==> src/rtl/tmds_decoder.sv <==
// TMDS single-channel receiver: bit-alignment search, symbol decode, lock monitor.
// Define TMDS_DEC_ERRCNT_EN to enable the lock-loss counter on err_count_out.
module tmds_decoder #(
  parameter int CTRL_LOCK_COUNT = 8,
  parameter int SLIP_WAIT       = 16,
  parameter int LOCK_TIMEOUT    = 4096
) (
  input  logic        clk_in,
  input  logic        rst_in,
  input  logic [9:0]  tmds_in,
  output logic [7:0]  data_out,
  output logic [1:0]  control_out,
  output logic        ve_out,
  output logic        locked_out,
  output logic [3:0]  slip_out,
  output logic [15:0] err_count_out
);

  localparam int RW = $clog2(CTRL_LOCK_COUNT) + 1;
  localparam int WW = $clog2(SLIP_WAIT) + 1;
  localparam int TW = $clog2(LOCK_TIMEOUT) + 1;

  localparam logic [RW-1:0] RUN_MAX = RW'(CTRL_LOCK_COUNT);
  localparam logic [WW-1:0] WIN_END = WW'(SLIP_WAIT - 1);
  localparam logic [TW-1:0] TO_END  = TW'(LOCK_TIMEOUT - 1);

  localparam logic [9:0] TOK0 = 10'b1101010100;
  localparam logic [9:0] TOK1 = 10'b0010101011;
  localparam logic [9:0] TOK2 = 10'b0101010100;
  localparam logic [9:0] TOK3 = 10'b1010101011;

  typedef enum logic {
    SEARCH,
    LOCKED
  } state_t;

  state_t        state;
  logic [9:0]    prev;
  logic [9:0]    sym;
  logic [3:0]    offset;
  logic          stale;
  logic [RW-1:0] run_cnt;
  logic [WW-1:0] win_cnt;
  logic [TW-1:0] to_cnt;

  logic [19:0]   cat;
  logic [19:0]   shifted;
  logic [3:0]    next_off;
  logic          is_ctrl;
  logic [1:0]    ctl;
  logic [7:0]    d;
  logic [7:0]    vid;
  logic [RW-1:0] run_nxt;
  logic          hit;
  logic          timeout;
  logic          decoding;

  assign cat      = {tmds_in, prev};
  assign shifted  = cat >> offset;
  assign next_off = (offset == 4'd9) ? 4'd0 : offset + 4'd1;
  assign slip_out = offset;

  always_comb begin
    is_ctrl = 1'b1;
    ctl     = 2'b00;
    unique case (sym)
      TOK0:    ctl = 2'b00;
      TOK1:    ctl = 2'b01;
      TOK2:    ctl = 2'b10;
      TOK3:    ctl = 2'b11;
      default: is_ctrl = 1'b0;
    endcase
  end

  always_comb begin
    d      = sym[9] ? ~sym[7:0] : sym[7:0];
    vid    = '0;
    vid[0] = d[0];
    for (int i = 1; i < 8; i++) begin
      vid[i] = sym[8] ? (d[i] ^ d[i-1]) : ~(d[i] ^ d[i-1]);
    end
  end

  // The symbol right after a slip was built with the old offset.
  always_comb begin
    run_nxt = '0;
    if (is_ctrl && !stale) begin
      run_nxt = (run_cnt == RUN_MAX) ? run_cnt : run_cnt + 1'b1;
    end
  end

  assign hit      = (run_nxt == RUN_MAX);
  assign timeout  = (state == LOCKED) && !hit && (to_cnt == TO_END);
  assign decoding = (state == LOCKED) ? !timeout : hit;

  always_ff @(posedge clk_in or negedge rst_in) begin
    if (!rst_in) begin
      state       <= SEARCH;
      prev        <= '0;
      sym         <= '0;
      offset      <= '0;
      stale       <= 1'b0;
      run_cnt     <= '0;
      win_cnt     <= '0;
      to_cnt      <= '0;
      data_out    <= '0;
      control_out <= '0;
      ve_out      <= 1'b0;
      locked_out  <= 1'b0;
    end else begin
      prev    <= tmds_in;
      sym     <= shifted[9:0];
      stale   <= 1'b0;
      run_cnt <= run_nxt;

      unique case (state)
        SEARCH: begin
          if (hit) begin
            state   <= LOCKED;
            win_cnt <= '0;
            to_cnt  <= '0;
          end else if (win_cnt == WIN_END) begin
            offset  <= next_off;
            win_cnt <= '0;
            run_cnt <= '0;
            stale   <= 1'b1;
          end else begin
            win_cnt <= win_cnt + 1'b1;
          end
        end
        LOCKED: begin
          if (hit) begin
            to_cnt <= '0;
          end else if (timeout) begin
            state   <= SEARCH;
            offset  <= next_off;
            win_cnt <= '0;
            to_cnt  <= '0;
            run_cnt <= '0;
            stale   <= 1'b1;
          end else begin
            to_cnt <= to_cnt + 1'b1;
          end
        end
      endcase

      if (decoding) begin
        locked_out <= 1'b1;
        ve_out     <= !is_ctrl;
        if (is_ctrl) begin
          control_out <= ctl;
          data_out    <= '0;
        end else begin
          data_out <= vid;
        end
      end else begin
        locked_out  <= 1'b0;
        ve_out      <= 1'b0;
        control_out <= '0;
        data_out    <= '0;
      end
    end
  end

`ifdef TMDS_DEC_ERRCNT_EN
  logic [15:0] err_cnt;

  always_ff @(posedge clk_in or negedge rst_in) begin
    if (!rst_in) begin
      err_cnt <= '0;
    end else if (timeout && err_cnt != 16'hFFFF) begin
      err_cnt <= err_cnt + 16'd1;
    end
  end

  assign err_count_out = err_cnt;
`else
  assign err_count_out = 16'h0000;
`endif

endmodule

==> config.mk <==
export PLATFORM = sky130hd
export DESIGN_NAME = tmds_decoder
export DESIGN_NICKNAME = d
export VERILOG_FILES = /design/src/rtl/tmds_decoder.sv
export SDC_FILE = /design/constraint.sdc
export NUM_CORES = 1
export LEC_CHECK = 0
export BUFFER_PORTS_ARGS = -buffer_cell sky130_fd_sc_hd__buf_2
export CORE_ASPECT_RATIO = 1.2
export CORE_MARGIN = 2
export CORE_UTILIZATION = 52
export CTS_CLUSTER_SIZE = 25
export DETAILED_ROUTE_END_ITERATION = 10
export GPL_ROUTABILITY_DRIVEN = 0
export PLACE_DENSITY = 0.81
export SLEW_MARGIN = 20
export SYNTH_ARGS = -nofsm -noshare
export SYNTH_HDL_FRONTEND = slang
export SYNTH_SLANG_ARGS = --single-unit
export TNS_END_PERCENT = 10
==> constraint.sdc <==
create_clock -name clk_in -period 4.3 [get_ports clk_in]
set_input_delay 0.645 -clock clk_in [delete_from_list [all_inputs] [get_ports clk_in]]
set_output_delay 0.645 -clock clk_in [all_outputs]
set_load 0.02 [all_outputs]
# --- After elaboration in Yosys (flattened, before gate mapping) ---
# Index checks and enable logic that the tools add are counted.
classes:
  n_shift: 1
  reduce_logical: 10
  n_eq_ne: 15
  mux: 48
  addsub: 4
  bitwise: 16
op_table:
  columns: ["operator", "count"]
  rows:
  - ["2-to-1 mux 4 bit", 11]
  - ["2-to-1 mux 13 bit", 3]
  - ["one-hot mux 13 bit (2 select lines)", 1]
  - ["2-to-1 mux 8 bit", 3]
  - ["equality test 10 bit, second input constant", 2]
  - ["2-to-1 mux 5 bit", 4]
  - [">> shifter 20 x 4 -> 10 bit", 1]
  - ["2-to-1 mux 1 bit", 18]
  - ["one-hot mux 4 bit (2 select lines)", 2]
  - ["adder 13 x 1 -> 13 bit, second input constant", 1]
  - ["equality test 13 x 12 -> 1 bit, second input constant", 1]
  - ["equality test 4 bit, second input constant", 3]
  - ["equality test 10 x 8 -> 1 bit, second input constant", 1]
  - ["equality test 10 x 9 -> 1 bit, second input constant", 1]
  - ["inequality test 2 bit, second input constant", 5]
  - ["one-hot mux 5 bit (2 select lines)", 1]
  - ["adder 4 x 1 -> 4 bit, second input constant", 2]
  - ["NOT 1 bit", 8]
  - ["NOT 8 bit", 1]
  - ["bitwise XOR 1 bit", 7]
  - ["one-hot mux 2 bit (3 select lines)", 1]
  - ["adder 5 x 1 -> 5 bit, second input constant", 1]
  - ["equality test 5 x 4 -> 1 bit, second input constant", 1]
  - ["logical NOT 1 bit", 4]
  - ["other kinds (7)", 11]
totals:
  elab_cells: 106
  output_inout_bits: 32
  regBits: 60

# --- Logic depth before layout (Yosys ltp) ---
# Gate-level depths: netlist (run 1).
logic_depth:
  word_depth: 12
  mapped_depth: 8

# --- Least setup slack after synthesis (run 1) ---
# No wires, ideal clock.
synth_path:
  path_kind: "register to register"
  start: "reg offset[0], in the netlist slip_out[0]"
  end: "reg sym[4]"
  n_path_buf: 2
  synth_period_minus_slack_ns: 2.275
  arrival_time_ns: 2.137
  setup_slack_ns: 2.025
  path_stages_with_launch: 7
  setup_time_ns: 0.138
  path_cell_list: "dfrtp_1 > clkbuf_1 > clkbuf_1 > mux2_2 > nor2_1 > nor2_1 > mux4_2"
synth_between:
  elab_chain_cells: 1
synth_rtl:
  columns: ["element", "line_no", "source"]
  rows:
  - ["from (decl)", "40", "logic [3:0] offset;"]
  - ["from (signal assigned)", "123", "offset <= next_off;"]
  - ["from (signal assigned)", "136", "offset <= next_off;"]
  - [">> shifter 20 x 4 -> 10 bit", "59", "assign shifted = cat >> offset;"]
  - ["via shifted[4]", "47", "logic [19:0] shifted;"]
  - ["to (signal assigned)", "112", "sym <= shifted[9:0];"]
  - ["to (decl)", "39", "logic [9:0] sym;"]
# The timed path passes the listed nets, and every way through them passes these cells.
# A chain may end at the register's enable or synchronous reset.

# --- Worst setup path in the final report (run 1) ---
layout_path:
  start: "reg sym[4]"
  end: "reg win_cnt[3]"
layout_between:
  elab_chain_cells: 11
layout_rtl:
  columns: ["element", "line_no", "source"]
  rows:
  - ["equality test 10 bit (tied with other cells)", "66", "unique case (sym)"]
  - ["OR reduction 4 bit (no line) (*)", null, null]
  - ["2-to-1 mux 1 bit (*)", "66", null]
  - ["logical AND 1 bit (*)", "87", "if (is_ctrl && !stale) begin"]
  - ["2-to-1 mux 4 bit (*)", "87", null]
  - ["equality test 4 bit (*)", "92", "assign hit = (run_nxt == RUN_MAX);"]
  - ["logical NOT 1 bit", "93", "assign timeout = (state == LOCKED) && !hit && (to_cnt == TO_END);"]
  - ["logical AND 1 bit (2 in series)", "93", null]
  - ["inequality test 2 x 1 -> 1 bit (no line)", null, null]
  - ["AND reduction 2 bit (no line)", null, null]
  - ["to (signal assigned)", "128", "win_cnt <= win_cnt + 1'b1;"]
  - ["to (decl)", "43", "logic [WW-1:0] win_cnt;"]
# Mark *: on every way between the ends. The rest lies on a longest branch, timed or not.

==> run metrics, run 1 <==
Layout Nets ~360; Resized cells post-CTS 0; detailed-route DRC error count 0; sw power ~0.00029 W; Static Leak roughly 1.7 nW; period utilization 0.660; wire per inst approximately 15 microns; FF+latch area 1500 sq um; YS warnings 0; post-synthesis register bit count 60; highest clock rate ~0.35 GHz; combinational power share 0.063; CTS Buffer Depth 2; Worst EP required 4.52 ns; worst-skew pair later-pin latency approximately 0.34 ns; initial antenna violation count 0; most instantiated cells after synthesis 60 x dfrtp_1, 37 x nor2_1, 18 x nand2_1, 18 x xnor2_1, 17 x a21oi_1; TritonRoute pass-1 iters 4; post-DP HPWL roughly 4500 microns; fin area around 3600 sq um; cell row count 31; syn avg cell area around 10 sq um; dpl ws approximately 1.5 ns; met2 WL between 3000 and 4000 microns; sequential share of the synthesized area 0.453; synth-to-layout area growth 9.39%; post-detailed-route count of antenna-violating nets 0; WL final about 6300 microns; peak fanout along the critical path 16; num ports 44; Synth cell types 56; final worst slack 1.46 ns; Die Y a little over 90 microns; clk root buf clkbuf_8; gr ovfl total 0; CP Launch Type flop; status finished, final reports clean; switch share 0.250; port bufs 27; Filler cells a little over 500; dpl cells 412; internal power 0.000872 W; GRT Resource Usage Total 0.192; met1 wire length 2710 microns; multi-input logic area approximately 1700 sq um; die width 76.9 microns; CP endpoint kind flop; CORE AREA 6090 sq um; cells after synthesis roughly 320; PwrDens 320 nW/um^2; synth top area cells dfrtp_1 45%, mux4_2 4.8%, xnor2_1 4.8%; critical path class flop to flop; hold crit path type input pin to flop; unrepaired setup endpoints after global routing no; first-pass GRT wire length about 11,000 microns; CTS Buf Count 9; CTS clk-pin slew, worst paths about 0.080 ns; hold buffer count at CTS 0; post-synth top area share 0.453; async set-reset flop share out of synthesis 1.00; MaxCap Viol Count 0; post-layout min period between 2 and 3 ns; number of clock sinks 60; vias in the first global route approximately 2,300; Hold Fails Final Rpt 0; CTS tree done; Die Area between 7000 and 8000 sq um; Setup Skew about 0.010 ns; register share of total power 0.502; Max VDD drop 0.179 mV; Synth area leader dfrtp_1; initial core utilization 0.545; via count around 2,400; Avg Vias per Cell about 5.6; Clk pwr share 0.435; Finished Layout Cells approximately 430; Max Transition Viols Final 0; largest net degree at the start of global routing just over 60; antenna diode count 0; share of layout cells above drive strength 1 0.191; # setup viols final 0; Post-synth EDFFs 0; H-tree depth 3; share of the core filled with cells 0.596; post-CTS setup buffers 0; Detail Route met3 WL slightly above 300 microns; Slew @ Worst Pin between 0.8 and 0.9 ns; synthesized area 3320 sq um; Primary FF master, synth dfrtp_1; relative slew slack 0.409; Placed Area ~3400 sq um; setup TNS 0 ns; Worst Path Arrival approximately 3.1 ns; top sig layer met4; most numerous cell in the Yosys netlist dfrtp_1; Initial DRC Count between 90 and 100
## layer usage
layer  track usage  up-vias
met5             0        -
met4        0.0894        0
met3        0.0527       14
met2         0.306       70
met1         0.242     1178
li1              -     1148
## metrics by stage
stage,power [W],hold WS [ns]
2_1_floorplan,0.000652,0.349
3_3_place_gp,0.000665,0.492
3_5_place_dp,0.000667,0.494
4_1_cts,0.00117,0.420
5_1_grt,0.00121,0.421
6_report,0.00116,0.433
## flip-flops by register name (all words and copies together) (netlist names)
name	flops
state	1
locked_out	1
win_cnt	5
sym	10
data_out	8
control_out	2
run_cnt	4
prev	10
stale	1
to_cnt	13
slip_out	4
ve_out	1
## cells in the final DEF, fill, tap and decap left out, drive strengths merged, types with 7 or more instances in the layout
cell type | netlist | routed
a21oi | 17 | 17
nor3 | 7 | 7
dfrtp | 60 | 60
buf | 19 | 28
o21ai | 8 | 8
nor2 | 38 | 38
conb | 1 | 16
xnor2 | 18 | 18
mux2i | 11 | 11
mux2 | 9 | 9
clkbuf | 12 | 9
nand3 | 10 | 10
nand2 | 18 | 18
mux4 | 7 | 7
inv | 8 | 9
## power by group through the flow
stage | clock (W) | sequential [W] | combinational (W)
2_1_floorplan | 0 | 0.000591 | 0.0000609
3_3_place_gp | 0 | 0.000593 | 0.0000719
3_5_place_dp | 0 | 0.000594 | 0.0000730
4_1_cts | 0.000513 | 0.000584 | 0.0000736
5_1_grt | 0.000544 | 0.000585 | 0.0000814
6_report | 0.000505 | 0.000584 | 0.0000729
## worst max-delay path: stages, from the launching register on
cell and delay, ns:
dfrtp_1 0.42, nand4bb_1 0.20, or4_1 0.68, a2111oi_4 0.91
nor2_2 0.19, a32o_1 0.31
## cell type report
type	instances	area share
Clock buffer	9	0.0341
Timing Repair Buffer	28	0.0393
Sequential cell	60	0.414
Multi-Input combinational cell	234	0.455
Inverter	8	0.00828
Tap cell	82	0.0283
Clock inverter	7	0.0210
## worst paths after layout
kind                                             start                       to  slack [ns]  depth (start not counted)
worst max-delay path                  sym[4]$_DFF_PN0_   win_cnt[3]$_DFFE_PN0P_        1.46                          5
worst min-delay path                        tmds_in[7]        prev[7]$_DFF_PN0_        0.43                          1
worst max register to register        sym[4]$_DFF_PN0_   win_cnt[3]$_DFFE_PN0P_        1.46                          5
worst min register to register  win_cnt[4]$_DFFE_PN0P_   win_cnt[4]$_DFFE_PN0P_        0.51                          1
max in group asynchronous                       rst_in  slip_out[0]$_DFFE_PN0P_        3.35                          2
min in group asynchronous                       rst_in   win_cnt[0]$_DFFE_PN0P_        0.45                          2
## cells by family after synthesis
family	Yosys count	synth area share
adders and majority gates	4	0.0151
DFF	60	0.453
other	1	0.00113
buffers and inverters	39	0.0668
muxes	27	0.111
xor gates and xnor gates	24	0.0634
and+or+nand+nor	105	0.157
AOI/OAI and AO/OA	58	0.133
Note: power is estimated with default switching activity, not from simulation.
==> run 2: changes to the inputs <==
==> constraint.sdc (replaced) <==
create_clock -name clk_in -period 2.9 [get_ports clk_in]
set_input_delay 0.435 -clock clk_in [delete_from_list [all_inputs] [get_ports clk_in]]
set_output_delay 0.435 -clock clk_in [all_outputs]
set_load 0.02 [all_outputs]
==> run 2 against run 1 <==
  * Global-route usage increased by 0.22 points
  * Clock skew about the same
  * Hold slack got worse by 0.23 ns
  * Combinational power increased by 51%
  * Register-to-register slack got worse by 1.0 ns
  * Sequential share of layout area decreased by 0.82 points
  * Sequential power increased by 48%
  * First-iteration DRC count increased by 70%
  * Design area increased by 1.9%
  * Die area unchanged
  * Non-clock buffer count increased by 6
  * Largest power group unchanged
==> run metrics, run 2 (synthesis results as in run 1) <==
Hold Fails Final Rpt 0; largest registers to_cnt x13, prev x10, sym x10; largest net degree at the start of global routing 40; antenna diode count 0; WL final approximately 6200 microns; TritonRoute pass-1 iters 5; Worst EP required approximately 3.1 ns; port bufs 27; peak fanout along the critical path 16; first-pass GRT wire length roughly 11,000 microns; cell row count 31; initial antenna violation count 0; register share of total power 0.474; CTS clk-pin slew, worst paths around 0.07 ns; post-layout min period around 2.5 ns; WP buf/inv 1; worst-skew pair later-pin latency ~0.34 ns; Placed Area ~3500 sq um; CP max stage delay 0.68 ns; PwrDens roughly 490 nW/um^2; # setup viols final 0; CP Cell Sequence nand4bb_1 > or4_1 > a2111oi_4 > buf_4 > nor3b_1 > mux2_1; Crit path max-delay family simple AND/OR/NAND/NOR gates; Max Transition Viols Final 0; slowest stage cell on the critical path or4_1; most common cell after layout, fill and taps aside dfrtp_1; detailed-route DRC error count 0; Resized cells post-CTS 0; total power 0.00183 W; wire per inst 14.3 microns; internal power ~0.0014 W; post-CTS setup buffers 0; die width around 77 microns; hold crit path type input pin to asynchronous set/reset pin; Avg Vias per Cell roughly 5.5; Initial DRC Count 163; Die Area ~7000 sq um; unrepaired setup endpoints after global routing no; critical path class flop to flop; post-DP HPWL approximately 4400 microns; period utilization 0.850; Reg2Reg Setup Slack approximately 0.43 ns; dpl cells roughly 420; Largest Register to_cnt; Setup Skew around 0.010 ns; CTS Buffer Depth 2; CTS Buf Count 9; clk root buf clkbuf_8; vias in the first global route about 2,300; Static Leak approximately 1.7 nW; status finished, final reports clean; Max VDD drop around 0.26 mV; combinational power share 0.060; synth-to-layout area growth 11.5%; gr ovfl total 0; setup TNS 0 ns; GRT Resource Usage Total 0.194; Worst Path Arrival between 2 and 3 ns; CORE AREA 6090 sq um; number of clock sinks 60; switch share 0.231; fin area ~3700 sq um; share of layout cells above drive strength 1 0.199; max reg flops 13; Clk pwr share 0.466; CP endpoint kind flop; Layout Nets approximately 360; highest clock rate 0.406 GHz; num ports between 40 and 50; via count roughly 2,400; CTS tree done; MaxCap Viol Count 0; initial core utilization 0.545; sw power approximately 0.00042 W; relative slew slack 0.434; H-tree depth 3; Finished Layout Cells around 430; CP Launch Type flop; hold buffer count at CTS 0; post-detailed-route count of antenna-violating nets 0; commonest non-fill, non-tap cells in the layout 60 x dfrtp_1, 37 x nor2_1, 27 x buf_2; Slew @ Worst Pin around 0.85 ns; Filler cells slightly below 500; Die Y between 90 and 100 microns
-- run 2: final cells by class --
type / instances / area [sq um] / share of cell area
inverters: 8 / 30.0 / 0.00812
clock inverters: 5 / 85.1 / 0.0230
flip-flops and latches: 60 / 1500 / 0.406
repair buffers: 34 / 188 / 0.0507
clock buffers: 11 / 141 / 0.0382
multi-input cells: 234 / 1650 / 0.446
well taps: 82 / 103 / 0.0277
-- run 2: layer usage --
layer	wire (microns)	part of all wire	vias up	GRT usage
met5	0	0	-	0
met4	106	0.017	0	0.0758
met3	313	0.051	12	0.0557
met2	2990	0.48	69	0.302
met1	2790	0.45	1147	0.256
li1	-	-	1161	-
-- run 2: path summary, 6_finish.rpt --
| kind | from | end | cells after the start |
|---|---|---|---|
| worst max-delay path | sym[4]$_DFF_PN0_ | slip_out[1]$_DFFE_PN0P_ | 6 |
| worst min-delay path | rst_in | prev[4]$_DFF_PN0_ | 1 |
| worst max register to register | sym[4]$_DFF_PN0_ | slip_out[1]$_DFFE_PN0P_ | 6 |
| worst min register to register | win_cnt[4]$_DFFE_PN0P_ | win_cnt[4]$_DFFE_PN0P_ | 1 |
| max in group asynchronous | rst_in | data_out[4]$_DFF_PN0_ | 2 |
| min in group clk_in | tmds_in[4] | prev[4]$_DFF_PN0_ | 1 |
-- run 2: metrics by stage --
stage          setup slack [ns]  hold slack [ns]  utilization
3_5_place_dp              0.424            0.500        0.570
2_1_floorplan             0.625            0.139            -
4_1_cts                   0.414            0.203        0.607
5_1_grt                   0.331            0.200        0.607
3_3_place_gp              0.489            0.488        0.570
6_report                  0.434            0.203        0.607
-- run 2: power groups by stage --
stage	clock network, W	logic, W	registers (W)
after floorplan	0	0.0000903	0.000876
after global placement	0	0.000108	0.000879
after detailed placement	0	0.000110	0.000881
after CTS	0.000868	0.000111	0.000865
after global routing	0.000912	0.000123	0.000867
final	0.000850	0.000110	0.000865
